### src/rtl/llc_input_sched.sv
// LLC front-end scheduler: per-channel skid buffers, fixed-priority or round-robin
// pick, one transaction in flight, and a single stall/replay slot for STALL_CH.
module llc_input_sched #(
    parameter int unsigned NUM_CH   = 4,
    parameter int unsigned PLD_W    = 64,
    parameter int unsigned SET_W    = 9,
    parameter int unsigned RR_MODE  = 0,
    parameter int unsigned STALL_CH = 3,
    localparam int unsigned CH_W    = (NUM_CH > 1) ? $clog2(NUM_CH) : 1
) (
    input  logic                      clk,
    input  logic                      rst,
    input  logic [NUM_CH-1:0]         in_valid,
    output logic [NUM_CH-1:0]         in_ready,
    input  logic [NUM_CH*PLD_W-1:0]   in_pld,
    input  logic [NUM_CH*SET_W-1:0]   in_set,
    output logic                      iss_valid,
    input  logic                      iss_ready,
    output logic [CH_W-1:0]           iss_ch,
    output logic [PLD_W-1:0]          iss_pld,
    output logic [SET_W-1:0]          iss_set,
    output logic                      iss_replay,
    input  logic                      op_done,
    input  logic                      op_stall,
    input  logic                      stall_clr,
    output logic                      stalled
);

    typedef enum logic [1:0] {
        ST_IDLE,
        ST_ISSUE,
        ST_WAIT
    } state_t;

    state_t             state;
    logic               active;
    logic [NUM_CH-1:0]  buf_full;
    logic [PLD_W-1:0]   buf_pld [NUM_CH];
    logic [SET_W-1:0]   buf_set [NUM_CH];

    logic               slot_full;
    logic               slot_rel;
    logic [PLD_W-1:0]   slot_pld;
    logic [SET_W-1:0]   slot_set;
    logic [CH_W-1:0]    rr_ptr;

    logic               accept;
    logic [NUM_CH-1:0]  cap;
    logic [NUM_CH-1:0]  free;
    logic [NUM_CH-1:0]  elig;
    logic               pick_any;
    logic [CH_W-1:0]    pick_ch;
    logic [CH_W-1:0]    cand;

    // in_ready stays low until the first clock after reset release
    assign in_ready = {NUM_CH{active}} & ~buf_full;
    assign accept   = iss_valid & iss_ready;
    assign stalled  = slot_full;

    always_comb begin
        cap  = '0;
        free = '0;
        elig = '0;
        for (int unsigned i = 0; i < NUM_CH; i++) begin
            cap[i]  = in_valid[i] & in_ready[i];
            free[i] = accept & ~iss_replay & (iss_ch == CH_W'(i));
            elig[i] = buf_full[i] & ~(slot_full & (i == STALL_CH));
        end
    end

    // RR scans from rr_ptr upward; fixed priority scans from ch0
    always_comb begin
        pick_any = 1'b0;
        pick_ch  = '0;
        cand     = '0;
        for (int unsigned k = 0; k < NUM_CH; k++) begin
            cand = (RR_MODE != 0) ? CH_W'((32'(rr_ptr) + k) % NUM_CH) : CH_W'(k);
            if (!pick_any && elig[cand]) begin
                pick_any = 1'b1;
                pick_ch  = cand;
            end
        end
    end

    always_ff @(posedge clk or negedge rst) begin
        if (!rst) begin
            buf_full <= '0;
        end else begin
            buf_full <= (buf_full & ~free) | cap;
        end
    end

    always_ff @(posedge clk) begin
        for (int unsigned i = 0; i < NUM_CH; i++) begin
            if (cap[i]) begin
                buf_pld[i] <= in_pld[i*PLD_W +: PLD_W];
                buf_set[i] <= in_set[i*SET_W +: SET_W];
            end
        end
    end

    always_ff @(posedge clk or negedge rst) begin
        if (!rst) begin
            state      <= ST_IDLE;
            active     <= 1'b0;
            iss_valid  <= 1'b0;
            iss_ch     <= '0;
            iss_pld    <= '0;
            iss_set    <= '0;
            iss_replay <= 1'b0;
            slot_full  <= 1'b0;
            slot_rel   <= 1'b0;
            slot_pld   <= '0;
            slot_set   <= '0;
            rr_ptr     <= '0;
        end else begin
            active <= 1'b1;
            if (stall_clr && slot_full) begin
                slot_rel <= 1'b1;
            end
            case (state)
                ST_IDLE: begin
                    if (slot_full && slot_rel) begin
                        iss_valid  <= 1'b1;
                        iss_ch     <= CH_W'(STALL_CH);
                        iss_pld    <= slot_pld;
                        iss_set    <= slot_set;
                        iss_replay <= 1'b1;
                        state      <= ST_ISSUE;
                    end else if (pick_any) begin
                        iss_valid  <= 1'b1;
                        iss_ch     <= pick_ch;
                        iss_pld    <= buf_pld[pick_ch];
                        iss_set    <= buf_set[pick_ch];
                        iss_replay <= 1'b0;
                        state      <= ST_ISSUE;
                        if (RR_MODE != 0) begin
                            rr_ptr <= (pick_ch == CH_W'(NUM_CH - 1)) ? '0 : pick_ch + 1'b1;
                        end
                    end
                end
                ST_ISSUE: begin
                    if (iss_ready) begin
                        iss_valid <= 1'b0;
                        state     <= ST_WAIT;
                        if (iss_replay) begin
                            slot_full <= 1'b0;
                            slot_rel  <= 1'b0;
                        end
                    end
                end
                ST_WAIT: begin
                    if (op_done) begin
                        state <= ST_IDLE;
                        // a stall_clr in the parking cycle releases the new entry at once
                        if (op_stall && (iss_ch == CH_W'(STALL_CH))) begin
                            slot_full <= 1'b1;
                            slot_pld  <= iss_pld;
                            slot_set  <= iss_set;
                            slot_rel  <= stall_clr;
                        end
                    end
                end
                default: state <= ST_IDLE;
            endcase
        end
    end

endmodule

### config.mk
export PLATFORM = sky130hd
export DESIGN_NAME = llc_input_sched
export DESIGN_NICKNAME = d
export VERILOG_FILES = /design/src/rtl/llc_input_sched.sv
export SDC_FILE = /design/constraint.sdc
export NUM_CORES = 1
export LEC_CHECK = 0
export ABC_AREA = 1
export CAP_MARGIN = 15
export CORE_UTILIZATION = 30
export CTS_BUF_LIST = sky130_fd_sc_hd__clkbuf_16
export CTS_CLUSTER_DIAMETER = 100
export DETAILED_ROUTE_END_ITERATION = 8
export SETUP_SLACK_MARGIN = 0.4
export SYNTH_ARGS = -nofsm -noshare
export SYNTH_HDL_FRONTEND = slang
export SYNTH_SLANG_ARGS = --single-unit
### constraint.sdc
create_clock -name clk -period 3.4 [get_ports clk]
set_input_delay 0.68 -clock clk [delete_from_list [all_inputs] [get_ports clk]]
set_output_delay 0.68 -clock clk [all_outputs]
set_load 0.02 [all_outputs]
* Word level (Yosys, flattened, before mapping)
Memory sizes are Yosys's and may differ from the RTL's.
Index checks and enable logic that the tools add are counted.
** Word-level totals
- Memories kept :: 2
- Output and inout port bits :: 82
- Bits of input ports :: 302
- RAM bits :: 292
- Register bits after elaboration :: 159
** Memories
- buf_pld :: words 4, width 64, rd ports 1, clocked after memory_dff 0, write ports 4, RTL line 38 : logic [PLD_W-1:0] buf_pld [NUM_CH];
- buf_set :: words 4, width 9, rd ports 1, clocked after memory_dff 0, write ports 4, RTL line 39 : logic [SET_W-1:0] buf_set [NUM_CH];
** Cells by class
- Mux-type cells :: 43
- Reduce and logical (&&, ||, !) cells :: 19
- Bitwise operators :: 18
- Equality and inequality tests :: 10
** Operator list (count)
- 2-to-1 mux 64 bit :: 2
- 2-to-1 mux 1 bit :: 27
- 2-to-1 mux 9 bit :: 2
- 2-to-1 mux 2 bit :: 8
- AND 1 bit :: 11
- AND reduction 3 bit :: 3
- AND 4 bit :: 2
- != test 2 bit, second input constant :: 4
- NOT 4 bit :: 2
- == test 2 bit, second input constant :: 3
- logical AND 1 bit :: 6
- case mux 1 bit (2 select lines) :: 3
- case mux 2 bit (3 select lines) :: 1
- nonzero test 2 bit :: 3
- AND reduction 5 bit :: 1
- == test 2 x 1 -> 1 bit, second input constant :: 2
- zero test 2 bit :: 2
- bitwise OR 4 bit :: 1
- zero test 1 bit :: 3
- != test 3 bit, second input constant :: 1
- NOT 1 bit :: 2
- AND reduction 2 bit :: 1

* Longest topological paths before layout
Gate-level depths: netlist (run 1).
- Depth after elaboration :: 13
- Gate-level depth with buffers :: 11
- Mapped depth without buffers :: 9

* Least setup slack after synthesis (run 1)
OpenSTA, ideal clock, no wires.
- Kind :: reg-to-reg
- Start :: reg buf_full[0]
- End :: mem buf_pld[0][0] (enable)
- Arrival time :: 2638 ps
- Cell stages (with the launch flop) :: 5
- Period minus slack after synthesis :: 3078 ps
- Slack :: 322 ps
- Required time :: 2960 ps
- Path buffers :: 2
- Library setup time :: 440 ps
- Cells stage by stage :: dfrtp_1 > inv_2 > buf_2 > buf_2 > and3_1
** RTL lines
- start: declaration :: RTL line 37 : logic [NUM_CH-1:0] buf_full;
- start signal: assignment :: RTL line 89 : buf_full <= (buf_full & ~free) | cap;
- end: declaration :: RTL line 38

* Worst setup path after layout (run 1)
- Start :: reg active
- End :: out in_ready[1]
** On the way
- Longest elaborated chain between the ends :: 1
** Ends and longest elaborated chain
- start: declaration :: RTL line 36 : logic active;
- start signal: assignment :: RTL line 105 : active <= 1'b0;
- start signal: assignment :: RTL line 117 : active <= 1'b1;
- AND 4 bit :: RTL line 56 : assign in_ready = {NUM_CH{active}} & ~buf_full;
- end: declaration :: RTL line 14 : output logic [NUM_CH-1:0] in_ready,
No other way between the ends.

==> results of run 1 <==
-- power breakdown --
group	switching (µW)	internal [µW]	leakage (µW)	total, µW
Clock	2240	3020	0.000810	5260
Combinational	4910	2790	0.00637	7690
Sequential	588	7040	0.00443	7630
Total	7730	12800	0.0116	20600
-- cells by family after synthesis --
group	share of synthesized area, %
AOI/OAI and AO/OA	3.94
adders and majority gates	0.257
buffers and inverters	10.3
DFF	65.5
muxes	0.463
other	0.0193
and+or+nand+nor	19.5
-- state kept, by name, indices dropped and copies added, names as in the netlist, 2 cells and up --
| name | cells |
|---|---|
| slot_set | 9 |
| iss_ch | 2 |
| iss_pld | 64 |
| buf_set | 36 |
| slot_pld | 64 |
| buf_full | 4 |
| buf_pld | 256 |
| iss_set | 9 |
| state | 2 |
-- worst max path at each step --
stage | from | slack [ns] | to | cells past startpoint
6_report | active | 0.90 | in_ready[1] | 3
5_1_grt | active | 0.77 | in_ready[1] | 3
4_1_cts | active | 0.84 | in_ready[1] | 3
3_5_place_dp | in_valid[0] | 0.97 | buf_pld[0][49] | 3
3_3_place_gp | in_valid[0] | 0.97 | buf_pld[0][46] | 3
2_1_floorplan | in_valid[2] | 0.51 | buf_pld[2][0] | 1
-- cell type report --
cell class              count  area, µm²  share of cell area [%]
clock inverters            42        295                    1.15
diodes                      3       7.51                  0.0291
multi-input cells        1017       4780                    18.6
flip-flops and latches    451      12700                    49.5
inverters                 374       1410                    5.48
clock buffers              51       1280                    4.95
well taps                 846       1060                    4.11
repair buffers            406       4180                    16.2
-- cell usage in the layout (no fill, tap or decap), drive strengths merged, types with 24 or more instances in the layout --
| cell | instances |
|---|---|
| nor2 | 95 |
| nand2 | 309 |
| edfxtp | 292 |
| clkbuf | 51 |
| clkdlybuf4s50 | 382 |
| a21oi | 133 |
| buf | 24 |
| inv | 384 |
| clkinv | 28 |
| nand3 | 444 |
| dfrtp | 159 |
-- per-stage QoR --
stage / util (%) / hold WS (ns)
detailed placement: 38.1 / 0.489
global placement: 38.1 / 0.486
floorplan: - / 0.384
global route: 40.5 / 0.181
finish: 40.5 / 0.150
CTS: 40.5 / 0.141
-- per-layer routing --
| layer | part of all wire, % | vias to the layer above | track usage [%] |
|---|---|---|---|
| met1 | 41 | 7155 | 21.0 |
| met3 | 6.1 | 96 | 3.31 |
| met2 | 50 | 451 | 30.2 |
| li1 | - | 7063 | - |
| met4 | 2.4 | 0 | 5.19 |
| met5 | 0 | - | 0 |
==> run metrics, run 1 <==
Crit Path Class=flip-flop to output pin; PwrDens=799 nW/µm²; Syn Inst Count=1959; initial antenna violation count=2; GRT Overall Usage=17.1%; Slew Viols, Final=0; skew final=0.0144 ns; first-pass GRT wire length=between 80000 and 90000 µm; Syn. warnings=0; slowest CP cell=clkdlybuf4s50_1; Seq/Total Area, Yosys=65.5%; gr ovfl total=0; Synth top cells by count=nand3_1, inv_1, nand2_1, edfxtp_1, dfrtp_1; maximum vdd drop=0.000742 V; RSZ-0062 raised after global routing=no; most common cell in the netlist=nand3_1; Final Worst Setup Slack=0.905 ns; Cell variety after synth=29; Hold Vio Cnt, Final=0; WP buf/inv=2; clk buf depth=3; worst slew pin tran=between 1 and 1.5 ns; Post-Layout Cell Count=3190; Slowest Stage Delay on Critical Path=about 0.6 ns; Reg2Reg Launch Point=stalled; crit-path max FO=5; Reg clk slew, reported paths=0.06 ns; IO buf count=about 380; Async S/R FF share, synth=35.3%; Netlist Area Pre-Place=19500 µm²; CTS Buf Count=51; FMAX=401 MHz; NumNets Final=2607; critical-path cell list=inv_1 > nor2_1 > clkdlybuf4s50_1; DP HPWL=36800 µm; Yosys top cell by area=edfxtp_1; R2R Setup Slk=0.99 ns; Worst Setup End Kind=output pin; synthesized flop and latch total=451; Setup Viol. Count Final=0; CP startpoint kind=flip-flop; status=finished, final reports clean; global placement routability congestion=0.782; initial core utilization=between 30 and 40%; die width=257 µm; final-layout fill cell count=6133; vias per cell=approximately 4.6; max_cap viols=0; root buffer cell=clkbuf_16; Worst Path Required=2.72 ns; crit path DAT=1.82 ns; DP Area=24200 µm²; Die H=257 µm; core area=between 60000 and 70000 µm²; dpl ws=a little under 1 ns; fin crit share=73.4%; post-route antenna net violation count=0; initial DRC count=1127; Die Area=roughly 66000 µm²; Remaining DRCs=0; Placed Cells=3094; pin count of the biggest net entering global routing=~150; Worst Reg-to-Reg Cells=6; latest clock arrival within the worst-skew pair=0.59 ns; Overall Power=20600 µW; vias in the first global route=~15k; cts hold-fix bufs=0; crit path time final=~2.5 ns; I/O Pins=~380; setup TNS=0 ns; post-CTS sizing=0; Post-synth EDFFs=292; Synth-to-Final Area Change=32.4%; # rows=92; HP Class=primary input to async pin; Critical R2R Capture=iss_pld[7]; Post-CTS Setup Inserts=0; top cells by area, synth=edfxtp_1, dfrtp_1, nand3_1, inv_1, nand2_1; Clock H-tree levels=2; Top delay family on crit path=buffers and inverters; final instance area=25800 µm²; WL/cell=17.8 µm; TritonCTS clock tree=done; share of cells above drive strength 1=roughly 5%; via count=14.8k; Synth top area share=between 40% and 50%; predominant post-synthesis flop cell=edfxtp_1; total routed wirelength=56700 µm; Post-Syn Nets=2265; # clock sinks=451; DR pass1 iterations=7; syn avg cell area=9.93 µm²; Slew headroom=28.5%; Pleak=0.0116 µW
No activity file was read; power rests on OpenSTA's default activity.
==> run 2, diff against run 1 <==
Clock period 3.4 ns to 2.35 ns, I/O delays scaled along.
==> run 2 against run 1 <==
Compared with the run above:
- via count grew 1.0%
- critical path depth is 2 lower
- total power up 48%
- sequential power increased by 44%
- non-clock buffer count up 35
- hold slack improved by 0.25 ns
- worst setup slack got worse by 0.42 ns
- routed wire length increased by 1.6%
- first-iteration DRC count fell by 15%
- cell area is 1.8% higher
==> run metrics, run 2 (same netlist as run 1, synthesis figures left out) <==
Reg2Reg Launch Point=stalled; Pleak=0.0121 µW (+4.2%); HP Class=primary input to async pin; Top delay family on crit path=buffers and inverters; max reg flops=256 (unchanged); Remaining DRCs=0 (unchanged); final-layout fill cell count=6109 (-0.39%); Reg clk slew, reported paths=0.06 ns (about the same); clk buf depth=3 (unchanged); crit path DAT=1.40 ns (-0.42 ns); FF/Latch Area=12700 µm² (about the same); maximum vdd drop=0.000782 V (+5.4%); Hold Vio Cnt, Final=0 (unchanged); latest clock arrival within the worst-skew pair=0.59 ns (about the same); DP HPWL=38000 µm (+3.4%); Biggest register=buf_pld; worst slew pin tran=0.585 ns (-0.486 ns); root buffer cell=clkbuf_16; TritonCTS clock tree=done; pin count of the biggest net entering global routing=75 (-49%); initial DRC count=956 (-15%); Crit Path Class=flip-flop to output pin; global placement routability congestion=0.798 (+2.1%); post-route antenna net violation count=0 (unchanged); I/O Pins=384 (unchanged); via count=14.9k (+1.0%); Synth-to-Final Area Change=34.9%; DP Area=24500 µm² (+1.4%); die width=257 µm (unchanged); initial antenna violation count=2 (unchanged); RSZ-0062 raised after global routing=no; share of cells above drive strength 1=6.77% (+1.8 points); GRT Overall Usage=17.0% (-0.087 points); initial core utilization=30.6% (unchanged); Overall Power=30500 µW (+48%); area of the multi-input gates=4790 µm² (+0.10%); skew final=0.0207 ns (+0.00625 ns); most common cell after layout, fill and taps aside=nand3_1; total routed wirelength=57500 µm (+1.6%); # clock sinks=451 (unchanged); CTS Buf Count=51 (unchanged); slowest CP cell=dlygate4sd2_1; Worst Setup End Kind=output pin; crit path time final=around 1.9 ns; vias per cell=4.62 (about the same); critical-path cell list=dlygate4sd2_1; NumNets Final=2642 (+1.3%); vias in the first global route=15.1k (+1.0%); crit-path max FO=3 (-2); status=finished, final reports clean; setup TNS=0 ns (unchanged); WP buf/inv=1 (-1); Critical R2R Capture=iss_pld[61]; R2R Setup Slk=0.50 ns (-0.49 ns); Worst Reg-to-Reg Cells=9 (+3); Slew headroom=61.0% (+32 points); Slew Viols, Final=0 (unchanged); final instance area=26200 µm² (+1.8%); # rows=92 (unchanged); FMAX=536 MHz; core area=63500 µm² (unchanged); first-pass GRT wire length=87500 µm (about the same); WL/cell=17.8 µm (+0.47%); Die H=257 µm (unchanged); top flop regs=buf_pld (256), iss_pld (64), slot_pld (64); DR pass1 iterations=5 (-2); CP startpoint kind=flip-flop; max_cap viols=0 (unchanged); IO buf count=383 (unchanged); Setup Viol. Count Final=0 (unchanged); Worst Path Required=1.88 ns (-0.84 ns); Die Area=65900 µm² (unchanged); most frequent cells in the layout=nand3_1, inv_1, nand2_1, clkdlybuf4s50_1, edfxtp_1; Clock H-tree levels=2 (unchanged); gr ovfl total=0 (unchanged); fin crit share=79.4%; PwrDens=1160 nW/µm² (+46%); Slowest Stage Delay on Critical Path=0.45 ns (-0.16 ns)
## run 2: cell count changes in the layout (fill, tap and decap cells not counted), sizes merged, moves of 5 or more
cell	delta
clkinv	-10
inv	+10
dlygate4sd2	+77
clkbuf	+5
buf	+33
clkdlybuf4s50	-82
## run 2: layout make-up
| type | count | share of cell area, % |
|---|---|---|
| multi-input cells | 1017 | 18.3 |
| clock buffers | 51 | 4.86 |
| clock inverters | 44 | 1.31 |
| diodes | 1 | 0.00954 |
| inverters | 374 | 5.38 |
| flip-flops and latches | 451 | 48.6 |
| repair buffers | 441 | 17.5 |
| well taps | 846 | 4.03 |
## run 2: where the power goes
part	switching (µW)	internal [µW]	leakage, µW
Combinational	7500	4250	0.00681
Sequential	849	10200	0.00443
Clock	3220	4500	0.000853
Total	11600	18900	0.0121
## run 2: how the worst max path moves through the flow
stage                           start            end  slack, ns  cells after the start
after floorplan           buf_full[0]  buf_pld[0][0]       0.09                      4
after detailed placement     op_stall   slot_pld[14]       0.21                      8
after global routing          stalled     iss_set[2]       0.39                     10
final                     iss_pld[32]    iss_pld[32]       0.48                      1
after global placement       op_stall   slot_pld[18]       0.23                      8
after CTS                 buf_full[0]    in_ready[0]       0.30                      2
## run 2: what timing repair did
action                                 in CTS  in global routing
hold buffers                                1                  0
endpoints found under the hold margin      33                  0
pin swaps                                   1                  2
cloned                                      1                  2
resized for setup                          90                 13
setup buffers                               1                  5
setup endpoints to repair                  97                 76
## run 2: metrics by stage
| stage | setup slack (ns) | utilization, % | hold slack (ns) | cells |
|---|---|---|---|---|
| global route | 0.392 | 41.3 | 0.389 | 3225 |
| finish | 0.483 | 41.3 | 0.400 | 3225 |
| floorplan | 0.0934 | - | 0.174 | 1959 |
| detailed placement | 0.214 | 38.6 | 0.409 | 3119 |
| global placement | 0.231 | 38.6 | 0.403 | 3119 |
| CTS | 0.300 | 41.1 | 0.366 | 3217 |
## run 2: routing by layer
| layer | wire length, µm | up-vias | GRT usage, % |
|---|---|---|---|
| met3 | 3720 | 73 | 3.59 |
| met1 | 23600 | 7229 | 21.0 |
| met5 | 11 | - | 0 |
| li1 | - | 7125 | - |
| met4 | 1150 | 2 | 4.76 |
| met2 | 29000 | 484 | 29.9 |
